File: config.mk
export PLATFORM = sky130hd
export DESIGN_NAME = keccak_absorb_ctrl
export DESIGN_NICKNAME = d
export VERILOG_FILES = /design/src/rtl/keccak_pkg.sv /design/src/rtl/keccak_absorb_ctrl_len_counter.sv /design/src/rtl/keccak_absorb_ctrl.sv
export SDC_FILE = /design/constraint.sdc
export NUM_CORES = 1
export LEC_CHECK = 0
export BUFFER_PORTS_ARGS = -buffer_cell sky130_fd_sc_hd__buf_2
export CAP_MARGIN = 40
export CORE_ASPECT_RATIO = 0.5
export CORE_UTILIZATION = 40
export CTS_BUF_LIST = sky130_fd_sc_hd__clkbuf_8 sky130_fd_sc_hd__clkbuf_16
export CTS_CLUSTER_SIZE = 20
export DETAILED_ROUTE_END_ITERATION = 8
export GPL_TIMING_DRIVEN = 1
export PLACE_DENSITY_LB_ADDON = 0.15
export SYNTH_ARGS = -nofsm -noshare
export SYNTH_HDL_FRONTEND = slang
export SYNTH_SLANG_ARGS = --single-unit
File: constraint.sdc
create_clock -name clk -period 2.9 [get_ports clk]
set_clock_uncertainty 0.05 [all_clocks]
set_input_delay 0.29 -clock clk [delete_from_list [all_inputs] [get_ports clk]]
set_output_delay 0.29 -clock clk [all_outputs]
set_load 0.02 [all_outputs]
File: src/rtl/keccak_pkg.sv
// keccak_pkg: shared types and constants for the Keccak absorb controller
package keccak_pkg;
    typedef enum logic [2:0] {
        S_IDLE,
        S_ABSORB,
        S_PAD,
        S_FILL,
        S_PERM,
        S_DONE
    } absorb_state_e;
    localparam logic [7:0] DOMAIN_SHA3 = 8'h06;
    localparam logic [7:0] DOMAIN_SHAKE = 8'h1F;
    localparam logic [63:0] FINAL_BIT = 64'h8000_0000_0000_0000;
    localparam int RATE_WORDS_DEF = 17;
endpackage

File: src/rtl/keccak_absorb_ctrl_len_counter.sv
// absorb_len_counter: bits-remaining counter with load, clear and decrement-by-64
module absorb_len_counter #(
    parameter int SIZE_W = 32
) (
    input  logic              clk,
    input  logic              rst,
    input  logic              load_i,
    input  logic [SIZE_W-1:0] load_val_i,
    input  logic              dec_i,
    input  logic              clr_i,
    output logic [5:0]        rem_low_o,
    output logic              lt64_o
);
    logic [SIZE_W-1:0] rem_q;
    // Remaining-bit count; decrement is only requested while rem_q >= 64
    always_ff @(posedge clk) begin
        if (rst || clr_i) rem_q <= '0;
        else if (load_i) rem_q <= load_val_i;
        else if (dec_i) rem_q <= rem_q - SIZE_W'(64);
    end
    assign rem_low_o = rem_q[5:0];
    assign lt64_o = rem_q < SIZE_W'(64);
endmodule

File: src/rtl/keccak_absorb_ctrl.sv
// keccak_absorb_ctrl: absorb-phase sequencer with SHA-3 padding; KECCAK_SHAKE_EN adds shake_mode domain select
module keccak_absorb_ctrl
    import keccak_pkg::*;
#(
    parameter int WORD_W = 64,
    parameter int RATE_WORDS = RATE_WORDS_DEF,
    parameter int SIZE_W = 32
) (
    input  logic                          clk,
    input  logic                          rst,
    input  logic [SIZE_W-1:0]             size_in,
    input  logic                          size_valid,
    output logic                          size_ready,
`ifdef KECCAK_SHAKE_EN
    input  logic                          shake_mode,
`endif
    input  logic [WORD_W-1:0]             in_data,
    input  logic                          in_valid,
    output logic                          in_ready,
    output logic                          absorb_we,
    output logic [$clog2(RATE_WORDS)-1:0] absorb_idx,
    output logic [WORD_W-1:0]             absorb_data,
    output logic                          perm_start,
    input  logic                          perm_done,
    output logic                          busy,
    output logic                          done
);
    localparam int IDX_W = $clog2(RATE_WORDS);
    localparam logic [IDX_W-1:0] LAST = IDX_W'(RATE_WORDS - 1);

    absorb_state_e    state_q, state_d;
    logic [IDX_W-1:0] idx_q, idx_d;
    logic             padded_q, padded_d;
    logic             perm_start_q, perm_start_d;
    logic [7:0]       dom_q;
    logic             load, dec, clr, lt64, last, size_hs, blk_end;
    logic [5:0]       rem_low;
    logic [2:0]       b;
    logic [WORD_W-1:0] fin, keep, pad_lane, lane;

    absorb_len_counter #(.SIZE_W(SIZE_W)) u_len (
        .clk        (clk),
        .rst        (rst),
        .load_i     (load),
        .load_val_i ({size_in[SIZE_W-1:3], 3'b000}),
        .dec_i      (dec),
        .clr_i      (clr),
        .rem_low_o  (rem_low),
        .lt64_o     (lt64)
    );

    assign size_hs = state_q == S_IDLE && size_valid;

`ifdef KECCAK_SHAKE_EN
    // Domain byte is latched with the length so it holds for the whole message
    always_ff @(posedge clk) begin
        if (rst) dom_q <= DOMAIN_SHA3;
        else if (size_hs) dom_q <= shake_mode ? DOMAIN_SHAKE : DOMAIN_SHA3;
    end
`else
    assign dom_q = DOMAIN_SHA3;
`endif

    assign b = rem_low[5:3];
    assign last = idx_q == LAST;
    assign size_ready = state_q == S_IDLE;
    assign busy = state_q != S_IDLE;
    assign done = state_q == S_DONE;
    assign perm_start = perm_start_q;
    assign absorb_idx = idx_q;
    assign blk_end = absorb_we && last;

    // Handshake and lane-write strobes; the pad lane with no data bytes needs no input
    always_comb begin
        in_ready = (state_q == S_ABSORB && !lt64) || (state_q == S_PAD && b != 3'd0);
        absorb_we = (state_q == S_ABSORB && !lt64 && in_valid) ||
                    (state_q == S_PAD && (b == 3'd0 || in_valid)) ||
                    state_q == S_FILL;
    end

    // Lane data: raw word, pad lane (data bytes, domain byte, zeros) or fill zeros, plus final bit on the last lane
    always_comb begin
        fin = last ? FINAL_BIT : '0;
        keep = ~({WORD_W{1'b1}} << {b, 3'b000});
        pad_lane = (in_data & keep) | (WORD_W'(dom_q) << {b, 3'b000}) | fin;
        lane = state_q == S_ABSORB ? in_data : state_q == S_PAD ? pad_lane : fin;
        absorb_data = absorb_we ? lane : '0;
    end

    // Next-state, lane index and padding bookkeeping
    always_comb begin
        state_d = state_q;
        idx_d = absorb_we ? (last ? '0 : idx_q + 1'b1) : idx_q;
        padded_d = padded_q;
        perm_start_d = blk_end;
        load = 1'b0;
        dec = 1'b0;
        clr = 1'b0;
        case (state_q)
            S_IDLE: if (size_valid) begin
                load = 1'b1;
                idx_d = '0;
                padded_d = 1'b0;
                state_d = S_ABSORB;
            end
            S_ABSORB: begin
                dec = absorb_we;
                state_d = lt64 ? S_PAD : blk_end ? S_PERM : S_ABSORB;
            end
            S_PAD: if (absorb_we) begin
                clr = 1'b1;
                padded_d = 1'b1;
                state_d = last ? S_PERM : S_FILL;
            end
            S_FILL: state_d = last ? S_PERM : S_FILL;
            S_PERM: if (perm_done) state_d = padded_q ? S_DONE : S_ABSORB;
            S_DONE: state_d = S_IDLE;
            default: state_d = S_IDLE;
        endcase
    end

    // State registers
    always_ff @(posedge clk) begin
        if (rst) begin
            state_q <= S_IDLE;
            idx_q <= '0;
            padded_q <= 1'b0;
            perm_start_q <= 1'b0;
        end else begin
            state_q <= state_d;
            idx_q <= idx_d;
            padded_q <= padded_d;
            perm_start_q <= perm_start_d;
        end
    end
endmodule

==> run_results.csv <==
group,metric,value,unit
timing,fmax,339,MHz
timing,period_minus_slack,2.95,ns
cts,h-tree-depth,2,
cts,cts_buffers,5,
timing,relSlewSlack,54.5,%
cells_and_area,layout_common_cells,"151 x buf_2, 38 x a21oi_1, 37 x dfxtp_1, 35 x nor2_1, 30 x o21ai_0",
critical_path,cp-end-kind,"output port",
synth,syn-num-nets,491,
timing,finalSetupViolations,12,
cells_and_area,layout.nets,682,
job,cap_violations,0,
timing,rsz0062_at_grt,"yes",
floorplan,start_util,42.0,%
floorplan,die_x,122,um
drt,wire_per_inst,13.2,um
timing,max_slew.worst_pin.slew,0.675,ns
critical_path,path_cells,"or4_4 -> or4_4 -> or2_4 -> a22oi_4 -> nor3b_4 -> and2_4 -> buf_6",
global_routing,antenna_found_initial,0,
cells_and_area,final_cells,671,
global_routing,grt_pass1_wl,13.6,mm
synth,syn_inst,387,
power,power.share.sequential,35.1,%
synth,ys_types,54,
drt,drt_iter0_drc,96,
power,peakVddDrop,0.206,mV
global_routing,first_global_vias,2866,
critical_path,crit_fanout,8,
timing,hold_violations,0,
critical_path,r2r_setup_slack,0.22,ns
global_routing,overflow,0,
synth,synth-edff-count,0,
critical_path,reg2reg_to,"absorb_idx[1]",
power,p_leak,2.07,nW
timing,drv_slew,0,
synth,syn_area_per_cell,7.38,um^2
synth,synth_area,2860,um^2
floorplan,row_count,21,
timing,fin_ws,-0.0468,ns
power,internal-power,1.23,mW
critical_path,cp-endpoint,"absorb_data[7]",
synth,synthArstFlopShare,0,%
cts,cts_buffer_depth,2,
place,io_buffers,172,
drt,ant_nets,0,
drt,drcViolationCount,0,
power,clockPowerShare,36.0,%
cells_and_area,stdcell_area,4370,um^2
synth,synth-xor-area-share,6.74,%
synth,synthMuxAreaShare,1.05,%
cts,cts.sinks,39,
drt,wl,8.88,mm
floorplan,die_h,61.8,um
place,hpwl,6.78,mm
critical_path,start_kind,"flop",
timing,tns,-0.241,ns
cells_and_area,final_common_cell,"buf_2",
cells_and_area,drive_above_1_share,42.7,%
global_routing,grt_use_total,23.1,%
synth,synthAdderAreaFrac,1.31,%
critical_path,slowest_stage,"or4_4",
place,globalplace.congestion,0.835,
cells_and_area,syn2layout_area_growth,52.8,%
drt,viasPerCell,5.03,
synth,synth_top_family_by_area,"simple AND/OR/NAND/NOR gates",
power,switchingPower,0.544,mW
run_status,status,"finished with violations",
floorplan,dieArea,7510,um^2
synth,synth-seq-cells,39,
synth,ys_seq_area_share,27.3,%
power,swShare,30.7,%
critical_path,timing.critical_path.mode_cell,"or4_4",
floorplan,ioPinCount,176,
cells_and_area,final.fill_count,633,
synth,ys.flop_type,"dfxtp_1",
cts,clk_latency,0.29,ns
drt,first_pass_iters,4,
power,powerDensity,405,nW/um^2
min_path,hp-class,"input port to flop",
critical_path,startpoint,"u_len.rem_q[29]",
timing,post-route-period-util,102,%
critical_path,critical_path_class,"flop to output port",
synth,synth-compound-area-share,21.0,%
global_routing,grt_max_degree,38,
critical_path,r2r.worst_path.cells,9,
cells_and_area,antenna_cells,0,
place,place_area,3880,um^2
synth,synthSimpleGateAreaFrac,39.2,%
place,placed_cells,651,
cts,path_clk_slew,0.06,ns
critical_path,critical_path_arrival,2.61,ns
cts,cts-root-buf,"clkbuf_16",
critical_path,rr_startpoint,"u_len.rem_q[29]",
critical_path,critPathMaxStageDelay,0.57,ns
drt,vias,3374,
power,pwr-share-comb,28.9,%
critical_path,cp.required,2.56,ns
synth,synth_warnings,0,
timing,whs,0.194,ns
run_status,violations,"negative setup slack",
floorplan,coreArea,6810,um^2
cts,cts_tree,"built",
layer usage:
layer	GRT usage [%]	vias to the layer above	wire [um]
met1	29.4	1524	4170
li1	-	1752	-
met3	4.47	4	447
met5	0	-	0
met2	41.7	94	4220
met4	4.59	0	48
sequential cells by signal (all words and copies together), names as in the netlist:
register and flops:
absorb_idx 5, u_len.rem_q 29, perm_start 1, padded_q 1, state_q 3
worst min-delay path by stage:
stage | slack [ns] | endpoint | cells past startpoint | start
3_3_place_gp | 0.40 | padded_q | 2 | padded_q
4_1_cts | 0.19 | u_len.rem_q[7] | 3 | size_in[7]
2_1_floorplan | 0.32 | perm_start | 1 | rst
5_1_grt | 0.20 | u_len.rem_q[3] | 3 | size_in[3]
6_report | 0.19 | u_len.rem_q[7] | 3 | size_in[7]
3_5_place_dp | 0.41 | padded_q | 2 | padded_q
worst max-delay path, delay by kind of cell, from the launching register on:
family	cells	cell delay, ns
and+or+nand+nor	5	1.66
buffers and inverters	1	0.12
DFF	1	0.32
AOI/OAI and AO/OA	1	0.21
power by group through the flow:
stage                     combinational [mW]  sequential, mW  clock [mW]
after floorplan                        0.298           0.621           0
after global placement                 0.455           0.630           0
after detailed placement               0.460           0.631           0
after CTS                              0.487           0.620       0.645
after global routing                   0.565           0.628       0.671
final                                  0.511           0.622       0.638
synth_stat cells (2+ instances only):
cell type  instances  area [um^2]
a211oi_1           4         30.0
a21boi_1           2         15.0
a21oi_1           40          200
and2_1            37          231
and2b_1            2         15.0
and3_1             6         37.5
buf_2              2         10.0
buf_4              2         15.0
clkbuf_1          11         41.3
dfxtp_1           39          781
ha_1               3         37.5
inv_1              7         26.3
mux2i_1            3         30.0
nand2_1           29          109
nand2b_1           6         37.5
nand3_1            6         30.0
nand3b_1           2         15.0
nand4_1            5         31.3
nand4b_1           2         17.5
nor2_1            37          139
nor2_4             2         22.5
nor2b_1           12         75.1
nor2b_4            2         27.5
nor3_1            13         65.1
nor3b_1            2         15.0
nor4_1            11         68.8
o21a_1            10         75.1
o21ai_0           30          150
o21ai_1            2         10.0
o22ai_1            2         12.5
or2_2              4         25.0
or3_1              8         50.1
or4_1              2         15.0
or4_4              2         22.5
xnor2_1           17          149
xor2_1             5         43.8
kinds of logic (layout without fill, tap and decap cells):
group,Yosys count,count (layout)
simple gates,197,197
xor+xnor,22,22
buf+inv,23,215
fa+ha+maj,3,3
mux,3,3
flops,39,39
compound gates,100,100
area by class of cell:
class | instances | area (um^2) | area share [%]
tap | 92 | 115 | 2.64
sequential | 39 | 783 | 17.9
clock inverter | 3 | 43.8 | 1.00
inverter | 7 | 26.3 | 0.602
multi-input combinational | 325 | 2070 | 47.4
timing repair buffer | 200 | 1200 | 27.5
clock buffer | 5 | 125 | 2.86
stage by stage:
stage | total power [mW] | setup slack (ns) | util, %
CTS | 1.75 | -0.0550 | 61.6
floorplan | 0.920 | 0.341 | -
finish | 1.77 | -0.0468 | 64.2
detailed placement | 1.09 | 0.0958 | 57.1
global placement | 1.09 | 0.119 | 57.1
global route | 1.86 | -0.0886 | 64.2
repair_timing:
action                     in CTS  in global routing
hold buffers                    0                  0
pin swaps                      13                 11
gates cloned                    0                  0
setup endpoints to repair      45                 46
resized for setup              27                 43
buffers inserted                8                  4
No activity file was read; power rests on OpenSTA's default activity.
